--- src/rtl/serial_adder.sv ---
`timescale 1ns/1ps
// -----------------------------------------------------------------------------
// fulladder
//   One-bit full adder cell used by the bit-serial sequencer below.
//   Ports:
//     a, b   - operand bits
//     cin    - carry in
//     sum    - a ^ b ^ cin
//     carry  - carry out
// -----------------------------------------------------------------------------
module fulladder (
   input  logic a,
   input  logic b,
   input  logic cin,
   output logic sum,
   output logic carry
);

   assign sum   = a ^ b ^ cin;
   assign carry = (a & b) | (cin & (a ^ b));

endmodule

// -----------------------------------------------------------------------------
// serial_adder
//   Bit-serial WIDTH-bit adder. Operands are captured on an accepted start,
//   then one bit pair per clock (LSB first) is fed through a single fulladder.
//   The carry is registered between cycles and the sum is assembled in a
//   shift register. The public sum/carry are updated only on the edge that
//   enters DONE, so partial sums are never visible.
//
//   Handshake: start is looked at only while idle (busy=0). An accepted start
//   leads to exactly WIDTH SHIFT cycles followed by one DONE cycle in which
//   done=1 and sum/carry hold the new result. start while busy=1 is dropped.
//
//   Ports:
//     clk    - system clock, rising edge
//     rst    - synchronous active-high reset
//     start  - begin an addition (sampled in IDLE only)
//     a, b   - WIDTH-bit operands, captured on the accepted start edge
//     cin    - carry in, captured on the accepted start edge
//     busy   - high in SHIFT and DONE
//     done   - one-cycle pulse, sum/carry valid
//     sum    - registered WIDTH-bit result
//     carry  - registered carry out
// -----------------------------------------------------------------------------
module serial_adder #(
   parameter int WIDTH = 8
) (
   input  logic             clk,
   input  logic             rst,
   input  logic             start,
   input  logic [WIDTH-1:0] a,
   input  logic [WIDTH-1:0] b,
   input  logic             cin,
   output logic             busy,
   output logic             done,
   output logic [WIDTH-1:0] sum,
   output logic             carry
);

   // Counter holds 0..WIDTH-1, so $clog2(WIDTH) bits suffice and it never wraps
   // mid-operation.
   localparam int            CW   = (WIDTH > 1) ? $clog2(WIDTH) : 1;
   localparam logic [CW-1:0] LAST = CW'(WIDTH - 1);

   typedef enum logic [1:0] {
      IDLE  = 2'd0,
      SHIFT = 2'd1,
      DONE  = 2'd2
   } state_t;

   state_t           state;
   state_t           state_nxt;

   logic [WIDTH-1:0] a_sr;
   logic [WIDTH-1:0] b_sr;
   logic [WIDTH-1:0] sum_sr;
   logic [WIDTH-1:0] sum_shift;
   logic             c_reg;
   logic [CW-1:0]    cnt;
   logic             last_bit;

   logic             fa_sum;
   logic             fa_carry;

   fulladder u_fa (
      .a     (a_sr[0]),
      .b     (b_sr[0]),
      .cin   (c_reg),
      .sum   (fa_sum),
      .carry (fa_carry)
   );

   assign last_bit = (cnt == LAST);

   // Next value of the sum shift register: shift right, new bit enters at MSB.
   // After WIDTH shifts the LSB of the result has reached bit 0.
   always_comb begin
      sum_shift            = sum_sr >> 1;
      sum_shift[WIDTH-1]   = fa_sum;
   end

   // ---------------------------------------------------------------------------
   // FSM state register
   // ---------------------------------------------------------------------------
   always_ff @(posedge clk) begin
      if (rst) begin
         state <= IDLE;
      end else begin
         state <= state_nxt;
      end
   end

   // ---------------------------------------------------------------------------
   // FSM next state and status outputs
   // ---------------------------------------------------------------------------
   always_comb begin
      state_nxt = state;
      busy      = 1'b0;
      done      = 1'b0;
      case (state)
         IDLE: begin
            if (start) begin
               state_nxt = SHIFT;
            end
         end
         SHIFT: begin
            busy = 1'b1;
            if (last_bit) begin
               state_nxt = DONE;
            end
         end
         DONE: begin
            busy      = 1'b1;
            done      = 1'b1;
            state_nxt = IDLE;
         end
         default: begin
            state_nxt = IDLE;
         end
      endcase
   end

   // ---------------------------------------------------------------------------
   // Datapath
   // ---------------------------------------------------------------------------
   always_ff @(posedge clk) begin
      if (rst) begin
         a_sr   <= '0;
         b_sr   <= '0;
         sum_sr <= '0;
         c_reg  <= 1'b0;
         cnt    <= '0;
         sum    <= '0;
         carry  <= 1'b0;
      end else begin
         case (state)
            IDLE: begin
               if (start) begin
                  a_sr  <= a;
                  b_sr  <= b;
                  c_reg <= cin;
                  cnt   <= '0;
               end
            end
            SHIFT: begin
               a_sr   <= a_sr >> 1;
               b_sr   <= b_sr >> 1;
               sum_sr <= sum_shift;
               c_reg  <= fa_carry;
               cnt    <= cnt + CW'(1);
               // The final bit's sum/carry go straight to the public outputs
               // on the same edge that enters DONE.
               if (last_bit) begin
                  sum   <= sum_shift;
                  carry <= fa_carry;
               end
            end
            default: begin
            end
         endcase
      end
   end

endmodule
--- config.mk ---
export PLATFORM = sky130hd
export DESIGN_NAME = serial_adder
export DESIGN_NICKNAME = d
export VERILOG_FILES = /design/src/rtl/serial_adder.sv
export SDC_FILE = /design/constraint.sdc
export NUM_CORES = 1
export LEC_CHECK = 0
export ABC_AREA = 1
export CELL_PAD_IN_SITES_DETAIL_PLACEMENT = 0
export CELL_PAD_IN_SITES_GLOBAL_PLACEMENT = 2
export CORE_UTILIZATION = 30
export CTS_BUF_LIST = sky130_fd_sc_hd__clkbuf_8
export CTS_CLUSTER_DIAMETER = 50
export DETAILED_ROUTE_END_ITERATION = 8
export GPL_ROUTABILITY_DRIVEN = 0
export PLACE_DENSITY = 0.83
export SYNTH_ARGS = -nofsm -noshare
export SYNTH_HDL_FRONTEND = slang
export SYNTH_HIERARCHICAL = 1
export SYNTH_SLANG_ARGS = --single-unit
export TNS_END_PERCENT = 50
--- constraint.sdc ---
create_clock -name clk -period 1.7 [get_ports clk]
set_input_delay 0.255 -clock clk [delete_from_list [all_inputs] [get_ports clk]]
set_output_delay 0.255 -clock clk [all_outputs]
set_load 0.01 [all_outputs]
==> results.md <==
Finish:
- Relative to the synthesized area, the layout overhead comes to 26.0%.
- 0 antenna diodes ended up in the layout.
- The final non-filler cell area is approximately 2300 um2.
- Fill cells in the final layout number 605.
- The number of nets in the layout is approximately 300.
- The fraction of layout instances using a drive strength above 1 is 7.12%.
- In the final layout, the registers with the most flip-flops are a_sr: 8 flops, b_sr: 8 flops, sum: 8 flops.

Job:
- The number of maximum-capacitance constraint violations is 0.

Power:
- Summed over all cells, the static leakage comes to 1.04 nW.
- After layout, the design draws a total of 0.00231 W.
- In this run, the combinational gates consume 23.5% of the power.
- The worst-case vdd ir drop is between 0.0003 and 0.0004 V.
- Internal power comes to ~0.0016 W.
- The relative contribution of the clock network to total power is 32.3%.
- Registers are responsible for 44.3% of the overall power.
- The switching share of power is slightly below 30%.
- The net load switching power is 0.000669 W.
- Dividing total power by cell area gives a power density of 1020 nW/um2.

Clock tree:
- The TritonCTS clock tree is yes.
- The clock slew seen by the registers of the worst setup and hold paths is 70 ps.
- For the worst-skew pair, the clock arrives at the later sink with an insertion delay of 280 ps.
- The clock passes through at most 2 buffers.
- The number of sinks on the clock net is 38.
- The cell at the root of the clock tree is clkbuf_8.
- The total number of H-tree levels is 2.
- The clock buffer count from CTS is 5.

Worst setup path:
- The category of the most critical setup path is reg -> reg.
- Along the worst path, the maximum fanout reaches 27.
- The cell with the largest stage delay on the worst path is dfxtp_1.
- For the worst setup path, the data required time is 1920 ps.
- STA classifies the critical path endpoint as a register.
- The nature of the critical path startpoint is a register.
- In this design, the critical path's most frequently occurring cell is nor2_1.
- For the worst setup path, the data arrival time is approximately 1700 ps.
- The maximum cell stage delay along the critical path is 360 ps.
- Traced cell by cell, the critical path runs through inv_1 -> ha_1 -> buf_12 -> nand2_4 -> nand2_2 -> inv_4 -> nor2_1 -> nor2_1.

Synth:
- The count of mapped cells out of synthesis is 251.
- Yosys printed 6 warnings.
- The synthesized flop and latch total is 38.
- Synthesis instantiated 19 different standard cells from the library.
- The sequential fraction of the synthesis area is 42.3%.
- Summing every instance area after synthesis gives 1800 um2.
- Counting every net in the synthesized netlist gives roughly 280.
- In this run the mean area of a mapped cell was 7.16 um2.

Floorplan:
- The full die area is 6300 um2.
- The effective utilization at floorplan is 31.8%.
- The floorplan die width is 79.4 um.
- In this run the standard cell core region covers approximately 5600 um2.
- In this run the vertical extent of the chip is between 70 and 80 um.
- The top-level I/O count is 31.
- The floorplan has 27 rows.

Detailed routing:
- In the routed design, unresolved DRC markers number 0.
- The per-cell via count in the routed design is 4.44.
- Dividing the detail-routed wire length by the instance count gives approximately 11 um.
- Detailed routing inserted a total of 1566 vias.
- The remaining number of nets flagged by the antenna check after routing is 0.
- After the first detailed-routing iteration, the DRC count stood at 88.
- For this run, the detailed router's first-pass iteration total came to 4.
- For this block, the routed nets add up to 3.81 mm of wire.

STA:
- The count of final hold-check violations is 0.
- Across the routed clock network, the largest skew measured is around 2.5 ps.
- The max-slew violation count was 0.
- For the final routed database, the setup TNS stands at 0 ps.
- The transition time at the pin with the least slew margin is 264 ps.
- The period utilization is 89.1%.
- For this run, the top clock speed supported by timing is 660 MHz.
- The total setup violations reported at the end of the flow is 0.
- The worst pin sits at a relative slew slack of 82.4%.
- The worst hold slack is 462 ps.
- Setup repair after global routing left no endpoint under its margin.
- The worst path in the final design needs a cycle of 1520 ps, including I/O delays and setup.

Global route:
- For this run, global-route usage on met1 was measured as 16.6%.
- The global-route met3 utilization is 4.34%.
- The via count of the first global-routing pass is ~1500.
- The most crowded layer after global routing is met2.
- Global routing consumed, on the met2 layer, a little under a quarter of the routing resources.
- The total overflow reported by the global router is 0.
- The wire length of the first global-routing pass is 6.59 mm.
- The overall fraction of global-route tracks in use is between 10 and 15%.
- Entering global routing, the biggest net connects 32 pins.
- The initial antenna violation count is 0.

Outcome:
- The flow ran to the end, and the final reports show no timing, DRC or antenna violations.

Worst hold path:
- The min-delay analysis places its worst path in the category reg -> reg.

Placed design:
- In this run the cell area measured after placement is 2150 um2.
- In this run the tool buffered the top-level ports with 30 buffer cells.
- The detailed placement HPWL is ~2.5 mm.
## layout make-up
type	count	area, um2	area share (%)
clock buffer	5	68.8	3.04
tap	72	90.1	3.98
inverter	11	50.0	2.21
multi-input combinational	188	883	39.0
clock inverter	3	40.0	1.77
timing repair buffer	36	372	16.4
sequential	38	761	33.6
## routing by layer
metal | share of wire [%] | routed length (um) | vias up
met3 | 3.0 | 115 | 2
met1 | 50 | 1890 | 702
met4 | 0.66 | 25 | 0
met5 | 0 | 0 | -
met2 | 47 | 1780 | 23
li1 | - | - | 839
## power by group through the flow
stage                     clock network [W]  logic, W  registers (W)
after global routing               0.000823  0.000619        0.00103
after global placement                    0  0.000558        0.00104
after detailed placement                  0  0.000554        0.00104
after CTS                          0.000775  0.000552        0.00102
final                              0.000745  0.000541        0.00102
after floorplan                           0  0.000429        0.00103
## worst paths after layout
check                               start        end  slack [ps]  cells past startpoint
worst max-delay path             state[1]    a_sr[3]         180                      8
worst max register to register   state[1]    a_sr[3]         180                      8
worst min-delay path            sum_sr[1]  sum_sr[1]         460                      2
worst min register to register  sum_sr[1]  sum_sr[1]         460                      2
## cell usage after synthesis
library cell | n | area, um2
nand2_1 | 76 | 285
nor2_1 | 57 | 214
dfxtp_1 | 38 | 761
nand3b_1 | 15 | 113
o21ai_0 | 12 | 60.1
a21oi_1 | 9 | 45.0
inv_1 | 8 | 30.0
buf_2 | 7 | 35.0
nand3_1 | 6 | 30.0
buf_6 | 5 | 56.3
ha_1 | 5 | 62.6
a22oi_1 | 2 | 15.0
buf_4 | 2 | 15.0
inv_4 | 2 | 12.5
nand2_4 | 2 | 22.5
o21ai_1 | 2 | 10.0
clkinv_1 | 1 | 3.75
fa_1 | 1 | 20.0
nand2_2 | 1 | 6.26
## layout by cell type, fill, tap and decap left out, types with 4 or more instances in the layout
cell type / Yosys / layout
nand2_1: 76 / 76
nor2_1: 57 / 57
dfxtp_1: 38 / 38
clkdlybuf4s50_1: 0 / 28
nand3b_1: 15 / 15
o21ai_0: 12 / 12
a21oi_1: 9 / 9
inv_1: 8 / 8
nand3_1: 6 / 6
ha_1: 5 / 5
clkbuf_8: 0 / 5
buf_4: 2 / 4
## repair_timing
| item | CTS | global route |
|---|---|---|
| hold buffers | 0 | 0 |
| gates resized for setup | 1 | 2 |
| endpoints found under the setup margin | 1 | 2 |
| hold endpoints to repair | 0 | 0 |
| buffers inserted | 0 | 0 |
## metrics by stage
step / std cells / utilization, % / setup slack [ps]
finish: 353 / 40.1 / 185
global route: 353 / 40.1 / 44.2
CTS: 353 / 40.0 / 38.7
detailed placement: 345 / 38.1 / 161
global placement: 345 / 38.1 / 189
floorplan: 251 / - / 436
## kinds of logic (layout without fill, tap and decap cells)
| family | after synthesis | after routing | synth area share [%] |
|---|---|---|---|
| flip-flops | 38 | 38 | 42.3 |
| AO/OA/AOI/OAI | 25 | 25 | 7.24 |
| buffers and inverters | 25 | 55 | 8.49 |
| adder cells (fa/ha/maj) | 6 | 6 | 4.60 |
| AND/OR/NAND/NOR | 157 | 157 | 37.3 |
## worst max-delay path, delay by kind of cell, from the launching register on
family	cells	cell delay, ps
flip-flops	1	360
buffers and inverters	3	410
adder cells (fa/ha/maj)	1	210
AND/OR/NAND/NOR	4	480
No activity file was read; power rests on OpenSTA's default activity.
